===== config.mk =====
export PLATFORM = sky130hd
export DESIGN_NAME = frac_baud_tick_gen
export DESIGN_NICKNAME = d
export VERILOG_FILES = /design/src/rtl/baud_pkg.sv /design/src/rtl/frac_clk_divider.sv /design/src/rtl/frac_baud_tick_gen.sv
export SDC_FILE = /design/constraint.sdc
export NUM_CORES = 1
export LEC_CHECK = 0
export ABC_AREA = 1
export CORE_ASPECT_RATIO = 0.6
export CORE_UTILIZATION = 40
export CTS_CLUSTER_DIAMETER = 30
export DETAILED_ROUTE_END_ITERATION = 8
export SLEW_MARGIN = 40
export SYNTH_ARGS = -nofsm -noshare
export SYNTH_HDL_FRONTEND = slang
export SYNTH_SLANG_ARGS = --single-unit

===== constraint.sdc =====
create_clock -name clk -period 5.7 [get_ports clk]
set_input_delay 1.14 -clock clk [delete_from_list [all_inputs] [get_ports clk]]
set_output_delay 1.14 -clock clk [all_outputs]
set_load 0.005 [all_outputs]

===== src/rtl/baud_pkg.sv =====
// Shared constants and a divisor calculator for the fractional baud tick generator.
package baud_pkg;

  localparam int OVS_8          = 8;
  localparam int OVS_16         = 16;
  localparam int DEF_INT_W      = 16;
  localparam int DEF_FRAC_W     = 8;
  localparam int DEF_DIV_INT    = 54;
  localparam int DEF_DIV_FRAC   = 65;
  localparam int DEF_OVS16      = 1;

  typedef struct packed {
    logic [DEF_INT_W-1:0]  div_int;
    logic [DEF_FRAC_W-1:0] div_frac;
  } div_t;

  // Rounded fixed-point divisor clk_freq / (baud * ovs) in units of 2^-DEF_FRAC_W cycles.
  function automatic div_t calc_div(input longint unsigned clk_freq,
                                    input longint unsigned baud,
                                    input int unsigned     ovs);
    longint unsigned num;
    longint unsigned den;
    longint unsigned q;
    div_t            res;
    num          = clk_freq << DEF_FRAC_W;
    den          = baud * longint'(ovs);
    q            = (num + (den >> 1)) / den;
    res.div_int  = q[DEF_INT_W+DEF_FRAC_W-1:DEF_FRAC_W];
    res.div_frac = q[DEF_FRAC_W-1:0];
    return res;
  endfunction

endpackage


===== src/rtl/frac_clk_divider.sv =====
// Fractional interval counter: emits a one-cycle pulse in the last cycle of each
// div_int + carry interval, carrying the fractional remainder between intervals.
module frac_clk_divider
  import baud_pkg::*;
#(
  parameter int INT_W  = 16,
  parameter int FRAC_W = 8
) (
  input  logic              clk,
  input  logic              rst,
  input  logic              en,
  input  logic              clr,
  input  logic [INT_W-1:0]  div_int,
  input  logic [FRAC_W-1:0] div_frac,
  output logic              rx_tick
);

  logic [INT_W-1:0]  cnt_r;
  logic [FRAC_W-1:0] frac_acc_r;
  logic [FRAC_W:0]   frac_sum_s;
  logic [INT_W:0]    period_s;
  logic              last_s;

  // Interval length for the current interval, stretched by one on fractional carry
  always_comb begin
    frac_sum_s = {1'b0, frac_acc_r} + {1'b0, div_frac};
    period_s   = {1'b0, div_int} + {{INT_W{1'b0}}, frac_sum_s[FRAC_W]};
    last_s     = ({1'b0, cnt_r} == (period_s - {{INT_W{1'b0}}, 1'b1}));
    rx_tick    = en && !clr && last_s;
  end

  // Cycle counter and fractional accumulator
  always_ff @(posedge clk) begin
    if (rst || clr || !en) begin
      cnt_r      <= {INT_W{1'b0}};
      frac_acc_r <= {FRAC_W{1'b0}};
    end else if (last_s) begin
      cnt_r      <= {INT_W{1'b0}};
      frac_acc_r <= frac_sum_s[FRAC_W-1:0];
    end else begin
      cnt_r      <= cnt_r + {{(INT_W-1){1'b0}}, 1'b1};
    end
  end

endmodule


===== src/rtl/frac_baud_tick_gen.sv =====
// UART baud tick source: fractional oversample ticks, bit ticks and a shadowed config.
// Optional tx_tick statistics counter is built when BAUD_TICK_STATS_EN is defined.
module frac_baud_tick_gen
  import baud_pkg::*;
#(
  parameter int INT_W            = 16,
  parameter int FRAC_W           = 8,
  parameter int DEFAULT_DIV_INT  = DEF_DIV_INT,
  parameter int DEFAULT_DIV_FRAC = DEF_DIV_FRAC,
  parameter int DEFAULT_OVS16    = DEF_OVS16
) (
  input  logic              clk,
  input  logic              rst,
  input  logic              en,
  input  logic              cfg_valid,
  output logic              cfg_ready,
  input  logic [INT_W-1:0]  cfg_div_int,
  input  logic [FRAC_W-1:0] cfg_div_frac,
  input  logic              cfg_ovs16,
  output logic              cfg_err,
  input  logic              rx_resync,
  output logic              rx_tick,
  output logic              tx_tick,
`ifdef BAUD_TICK_STATS_EN
  input  logic              stats_clr,
  output logic [31:0]       tx_tick_count,
`endif
  output logic [3:0]        ovs_phase
);

  logic [INT_W-1:0]  div_int_r;
  logic [FRAC_W-1:0] div_frac_r;
  logic              ovs16_r;
  logic [INT_W-1:0]  sh_int_r;
  logic [FRAC_W-1:0] sh_frac_r;
  logic              sh_ovs16_r;
  logic              pending_r;
  logic              accept_s;
  logic              reject_s;
  logic              apply_s;
  logic              clr_s;
  logic              tick_due_s;
  logic              last_phase_s;

  frac_clk_divider #(
    .INT_W  (INT_W),
    .FRAC_W (FRAC_W)
  ) u_div (
    .clk      (clk),
    .rst      (rst),
    .en       (en),
    .clr      (clr_s),
    .div_int  (div_int_r),
    .div_frac (div_frac_r),
    .rx_tick  (tick_due_s)
  );

  // Handshake decode; a pending shadow lands right after a bit tick or whenever idle
  always_comb begin
    accept_s     = cfg_valid && cfg_ready && (cfg_div_int >= INT_W'(2));
    reject_s     = cfg_valid && cfg_ready && (cfg_div_int <  INT_W'(2));
    apply_s      = pending_r && (tx_tick || !en);
    clr_s        = rx_resync || apply_s;
    last_phase_s = ovs16_r ? (ovs_phase == 4'(OVS_16 - 1)) : (ovs_phase == 4'(OVS_8 - 1));
  end

  // Active divisor, shadow register and config handshake
  always_ff @(posedge clk) begin
    if (rst) begin
      div_int_r  <= INT_W'(DEFAULT_DIV_INT);
      div_frac_r <= FRAC_W'(DEFAULT_DIV_FRAC);
      ovs16_r    <= (DEFAULT_OVS16 != 0);
      sh_int_r   <= {INT_W{1'b0}};
      sh_frac_r  <= {FRAC_W{1'b0}};
      sh_ovs16_r <= 1'b0;
      pending_r  <= 1'b0;
      cfg_ready  <= 1'b1;
      cfg_err    <= 1'b0;
    end else begin
      cfg_err <= reject_s;
      if (apply_s) begin
        div_int_r  <= sh_int_r;
        div_frac_r <= sh_frac_r;
        ovs16_r    <= sh_ovs16_r;
        pending_r  <= 1'b0;
        cfg_ready  <= 1'b1;
      end else if (accept_s) begin
        sh_int_r   <= cfg_div_int;
        sh_frac_r  <= cfg_div_frac;
        sh_ovs16_r <= cfg_ovs16;
        pending_r  <= 1'b1;
        cfg_ready  <= 1'b0;
      end else begin
        pending_r  <= pending_r;
      end
    end
  end

  // Registered ticks; phase advances the cycle after each rx_tick so it names the tick in flight
  always_ff @(posedge clk) begin
    if (rst) begin
      rx_tick   <= 1'b0;
      tx_tick   <= 1'b0;
      ovs_phase <= 4'd0;
    end else begin
      rx_tick <= tick_due_s;
      tx_tick <= tick_due_s && last_phase_s;
      if (!en || clr_s) begin
        ovs_phase <= 4'd0;
      end else if (rx_tick) begin
        ovs_phase <= last_phase_s ? 4'd0 : (ovs_phase + 4'd1);
      end else begin
        ovs_phase <= ovs_phase;
      end
    end
  end

`ifdef BAUD_TICK_STATS_EN
  // Saturating bit-tick counter; clear wins over a coincident tick
  always_ff @(posedge clk) begin
    if (rst || stats_clr) begin
      tx_tick_count <= 32'd0;
    end else if (tx_tick && (tx_tick_count != 32'hFFFF_FFFF)) begin
      tx_tick_count <= tx_tick_count + 32'd1;
    end else begin
      tx_tick_count <= tx_tick_count;
    end
  end
`endif

endmodule


Word-level counts from Yosys, hierarchy flattened --
Index checks and enable logic that the tools add are counted.
Storage, ports and cells: bits in registers 83, input port bits 30, output and inout port bits 8, word-level logic and storage cells 45
Operators by class: $add $sub $neg 5, magnitude comparators 2, eq/ne operators 3, multiplexer cells 2, bitwise logic cells 1, reduce and logical (&&, ||, !) cells 18
Operator list (number):
- $add A16 B1 Y17 | 1
- $eq A16 B17 Y1 | 1
- $sub A17 B1 Y17 const B | 1
- $add A16 B1 Y16 const B | 1
- $ge A16 B2 Y1 const B | 1
- $lt A16 B2 Y1 const B | 1
- $add A8 B8 Y9 | 1
- $logic_and A1 B1 Y1 | 7
- $reduce_or A2 Y1 | 3
- $logic_or A1 B1 Y1 | 5
- $add A4 B1 Y4 const B | 1
- $eq A4 B3 Y1 const B | 1
- $eq A4 B4 Y1 const B | 1
- $mux W4 | 1
- $logic_not A1 Y1 | 2
- $reduce_and A2 Y1 | 1
- $mux W1 | 1
- $not A1 Y1 | 1

Depth between registers and ports, before layout --
depth in word-level cells 8, depth in mapped cells 23, depth with buffers taken out 22

By module --
A second synthesis with hierarchy kept.
Unflattened totals: cells, all modules 724, area total of the unflattened synthesis 4819.6 µm²
Modules (own cells, without submodules):
- frac_baud_tick_gen | times used 1, cells each 356, area each 2511.2 µm², seq. area each 1181.1 µm²
- frac_clk_divider | times used 1, cells each 368, area each 2308.5 µm², seq. area each 480.5 µm²

Worst setup path after synthesis --
OpenSTA, ideal clock, no wires.
path type reg2reg, start point register div_frac_r[0], end point register u_div.cnt_r[10], setup time 0.117 ns, arrival time 3.016 ns, required time 5.583 ns, setup slack 2.568 ns, cell stages (with the launch flop) 23, buffers on the path 1, clock period less this slack 3.132 ns, cell sequence dfxtp_1 > ha_1 > fa_1 > nand3_1 > nand3_1 > a21oi_1 > o21bai_1 > a21o_1 > a21oi_1 > ha_1 > ha_1 > nand2_2 > nor2_4 > nand2_1 > inv_1 > nand3_1 > nand2_1 > inv_1 > nor2_2 > nand3_2 > nand2_4 > buf_8 > nor2_2
Between the ends: word-level cells in the longest chain between the ends 5
RTL lines:
- start: declaration | line frac_baud_tick_gen.sv:32 | logic [FRAC_W-1:0] div_frac_r;
- start signal: assignment | line frac_baud_tick_gen.sv:71 | div_frac_r <= FRAC_W'(DEFAULT_DIV_FRAC);
- start signal: assignment | line frac_baud_tick_gen.sv:83 | div_frac_r <= sh_frac_r;
- $add A8 B8 Y9 | line frac_clk_divider.sv:26 | frac_sum_s = {1'b0, frac_acc_r} + {1'b0, div_frac};
- $add A16 B1 Y17 | line frac_clk_divider.sv:27 | period_s = {1'b0, div_int} + {{INT_W{1'b0}}, frac_sum_s[FRAC_W]};
- $sub A17 B1 Y17 | line frac_clk_divider.sv:28 | last_s = ({1'b0, cnt_r} == (period_s - {{INT_W{1'b0}}, 1'b1}));
- $eq A16 B17 Y1 | line frac_clk_divider.sv:28
- $reduce_or A2 Y1 (no line)
- end signal: assignment | line frac_clk_divider.sv:35 | cnt_r <= {INT_W{1'b0}};
- end signal: assignment | line frac_clk_divider.sv:38 | cnt_r <= {INT_W{1'b0}};
- end signal: assignment | line frac_clk_divider.sv:41 | cnt_r <= cnt_r + {{(INT_W-1){1'b0}}, 1'b1};
- end: declaration | line frac_clk_divider.sv:18 | logic [INT_W-1:0] cnt_r;
No other way between the ends. A chain may end at the register's enable or synchronous reset.

Worst setup path after layout --
start point register div_frac_r[0], end point register u_div.cnt_r[14]
Same word-level chain as after synthesis.

==> flow_metrics.env <==
export IMPL_grt_most_used_layer="met2"
export IMPL_tightestPinTransition_ps=794
export IMPL_maxSlewViolCount=0
export IMPL_grt_pass1_wl_microns=17400
export IMPL_cts_tree="built"
export IMPL_ios=38
export IMPL_p_leak_nw=2.08
export IMPL_dpl_hpwl_microns=7500
export IMPL_start_kind="register"
export IMPL_io_buffer_count=37
export IMPL_dieArea_sq_mm=0.0107
export IMPL_vias_per_cell=4.92
export IMPL_relSlewSlack=0.469
export IMPL_drtIter0Drc=286
export IMPL_clk_pin_slew_ps=70
export IMPL_die_h_microns=80.7
export IMPL_cts_buffers=9
export IMPL_async_flop_share=0
export IMPL_clock_path_buffers=2
export IMPL_endpoint_kind="register"
export IMPL_critical_path_class="reg2reg"
export IMPL_path_cells="ha_1, fa_1, nand3_1, nand3_1, a21oi_1, o21bai_1, a21o_1, a21oi_1, ha_1, ha_1, nand2_1, nand3_1, nand2_1, nor2_1, nand2_1, nor2_1, nand2_1, nor2_1, nand3_2, nand2_4, nor2_1"
export IMPL_postCtsSetupBuffers=0
export IMPL_grt_use_met2=0.316
export IMPL_gr_total_overflow=0
export IMPL_synth_edf_count=0
export IMPL_insertion_delay_ps=350
export IMPL_cts_sinks=83
export IMPL_htreeDepth=3
export IMPL_ys_types=36
export IMPL_register_area_sq_mm=0.00166
export IMPL_synthesis_nets=606
export IMPL_stdcell_count=736
export IMPL_hold_violations=0
export IMPL_synthCells=563
export IMPL_antenna_cells=0
export IMPL_crit_buf_inv=0
export IMPL_rsz0062_at_grt="no"
export IMPL_final_nets=639
export IMPL_tns_ps=0
export IMPL_grt_util_met1=0.296
export IMPL_setup_violations=0
export IMPL_core_area_sq_mm=0.00995
export IMPL_powerDensity_mw_per_mm2=274
export IMPL_num_vias=3618
export IMPL_wire_per_inst_microns=13.7
export IMPL_max_cap_viol_count=0
export IMPL_syn_to_final_growth_pct=18.3
export IMPL_nFillCells=982
export IMPL_worst_path_dominant_cell_family="simple AND/OR/NAND/NOR gates"
export IMPL_path_max_fanout=16
export IMPL_ys_warn_count=0
export IMPL_antenna_left=0
export IMPL_netlist_area_leader_share=0.402
export IMPL_slowest_stage="fa_1"
export IMPL_hold_buffers=0
export IMPL_synth_area_sq_mm=0.00413
export IMPL_synth_area_leaders="dfxtp_1, nand2_1, inv_1"
export IMPL_track_usage=0.211
export IMPL_grt_start_max_net_pins=40
export IMPL_finClkSkew_ps=8.92
export IMPL_hp_class="reg2reg"
export IMPL_routed_wl_microns=10100
export IMPL_place_congestion=0.769
export IMPL_fin_crit_sh=0.704
export IMPL_synthFlopType="dfxtp_1"
export IMPL_vdd_drop_max_v=0.000147
export IMPL_cts_resized=0
export IMPL_cts_root_buf="clkbuf_16"
export IMPL_dp_cells=719
export IMPL_finalWorstPathRequiredPeriod_ps=4010
export IMPL_antenna_found_initial=0
export IMPL_timing_fmax_mhz=249
export IMPL_yosysTopAreaCell="dfxtp_1"
export IMPL_rows=28
export IMPL_drive_gt1_frac=0.0832
export IMPL_start_util=0.415
export IMPL_syn_area_per_cell_sq_um=7.33
export IMPL_worst_ep_arrival_time_ps=4230
export IMPL_drc=0
export IMPL_met3_usage=0.0549
export IMPL_cp_required_ps=5920
export IMPL_slowest_delay_ps=410
export IMPL_status="finished clean"
export IMPL_ys_seq_area_frac=0.402
export IMPL_die_width_microns=133
export IMPL_ys_ff_latch=83
export IMPL_dr_pass1_iters=4
export IMPL_multi_input_area_sq_mm=0.00212
export IMPL_grt_pass1_vias=3548
[cell families (layout without fill, tap and decap cells)]
family / after synthesis / in the layout / synth area share
adders and majority gates: 13 / 13 / 0.0412
DFF: 83 / 83 / 0.402
AOI/OAI and AO/OA: 95 / 95 / 0.124
xor gates and xnor gates: 33 / 33 / 0.0700
buffers and inverters: 87 / 125 / 0.0848
and+or+nand+nor: 252 / 252 / 0.277
[path summary, 6_finish.rpt]
check / slack [ps] / startpoint / to / depth (start not counted)
setup reg to reg: 1690 / div_frac_r[0]$_SDFFE_PP1P_ / u_div.cnt_r[14]$_SDFF_PP0_ / 21
setup / recovery: 1690 / div_frac_r[0]$_SDFFE_PP1P_ / u_div.cnt_r[14]$_SDFF_PP0_ / 21
hold / removal: 470 / sh_int_r[1]$_SDFFE_PP0P_ / sh_int_r[1]$_SDFFE_PP0P_ / 2
hold reg to reg: 470 / sh_int_r[1]$_SDFFE_PP0P_ / sh_int_r[1]$_SDFFE_PP0P_ / 2
[final cells by class]
cell class / instances / share of cell area
flip-flops and latches: 83 / 0.340
multi-input cells: 393 / 0.434
clock buffers: 9 / 0.0461
well taps: 135 / 0.0346
inverters: 70 / 0.0538
repair buffers: 39 / 0.0797
clock inverters: 7 / 0.0120
[sequential cells by signal, indices dropped and copies added, names as in the netlist]
register / flops
tx_tick: 1
div_frac_r: 8
u_div.frac_acc_r: 8
cfg_err: 1
rx_tick: 1
ovs_phase: 4
cfg_ready: 1
ovs16_r: 1
sh_frac_r: 8
div_int_r: 16
sh_int_r: 16
sh_ovs16_r: 1
u_div.cnt_r: 16
pending_r: 1
[per-stage QoR]
stage	setup WS (ps)	util	total power, mW	cell area [sq um]	hold WS (ps)
floorplan	2570	-	0.737	4130	430
global placement	1710	0.461	0.789	4590	452
detailed placement	1650	0.461	0.791	4590	455
CTS	1710	0.490	1.35	4870	466
global route	1260	0.491	1.40	4880	487
finish	1690	0.491	1.34	4880	465
[layer usage]
| metal | share of wire | up-vias |
|---|---|---|
| met5 | 0 | - |
| met4 | 0.012 | 0 |
| met3 | 0.050 | 9 |
| met2 | 0.39 | 71 |
| met1 | 0.54 | 1657 |
| li1 | - | 1881 |
[report_power, final]
part           total (mW)  leakage (nW)  internal (mW)  switching, mW
logic               0.151          1.27         0.0599         0.0908
registers           0.631         0.677          0.608         0.0221
clock network       0.556         0.133          0.301          0.255
total                1.34          2.08          0.969          0.368
[synth_stat cells, types with 2 or more instances]
cell        n
dfxtp_1    83
nand3_1    45
o211ai_1    7
clkbuf_1   12
nor3_2      2
nor4_1      3
ha_1       12
inv_1      66
xnor2_1    11
nand2_2     2
inv_2       4
xor2_1     22
nand4_1     6
nor3_1      5
nor2_4      3
nor2_1     51
nor2_2     16
a21oi_1    48
nand2_1   114
o21ai_0    35
[cells in the final DEF (no fill, tap or decap), types with 9 or more instances in the layout]
master             n
dfxtp_1           83
xnor2_1           11
ha_1              12
a21oi_1           48
nor2_2            16
nor2_1            51
inv_1             65
clkbuf_16          9
nand3_1           45
o21ai_0           35
clkdlybuf4s50_1   37
xor2_1            22
nand2_1          114
[worst reg2reg max path: cells and delay by family (launching register included)]
family	cells	cell delay, ps
flip-flops	1	340
adder cells (fa/ha/maj)	4	1190
AND/OR/NAND/NOR	13	1790
AO/OA/AOI/OAI	4	580
Note: power is estimated with default switching activity, not from simulation.
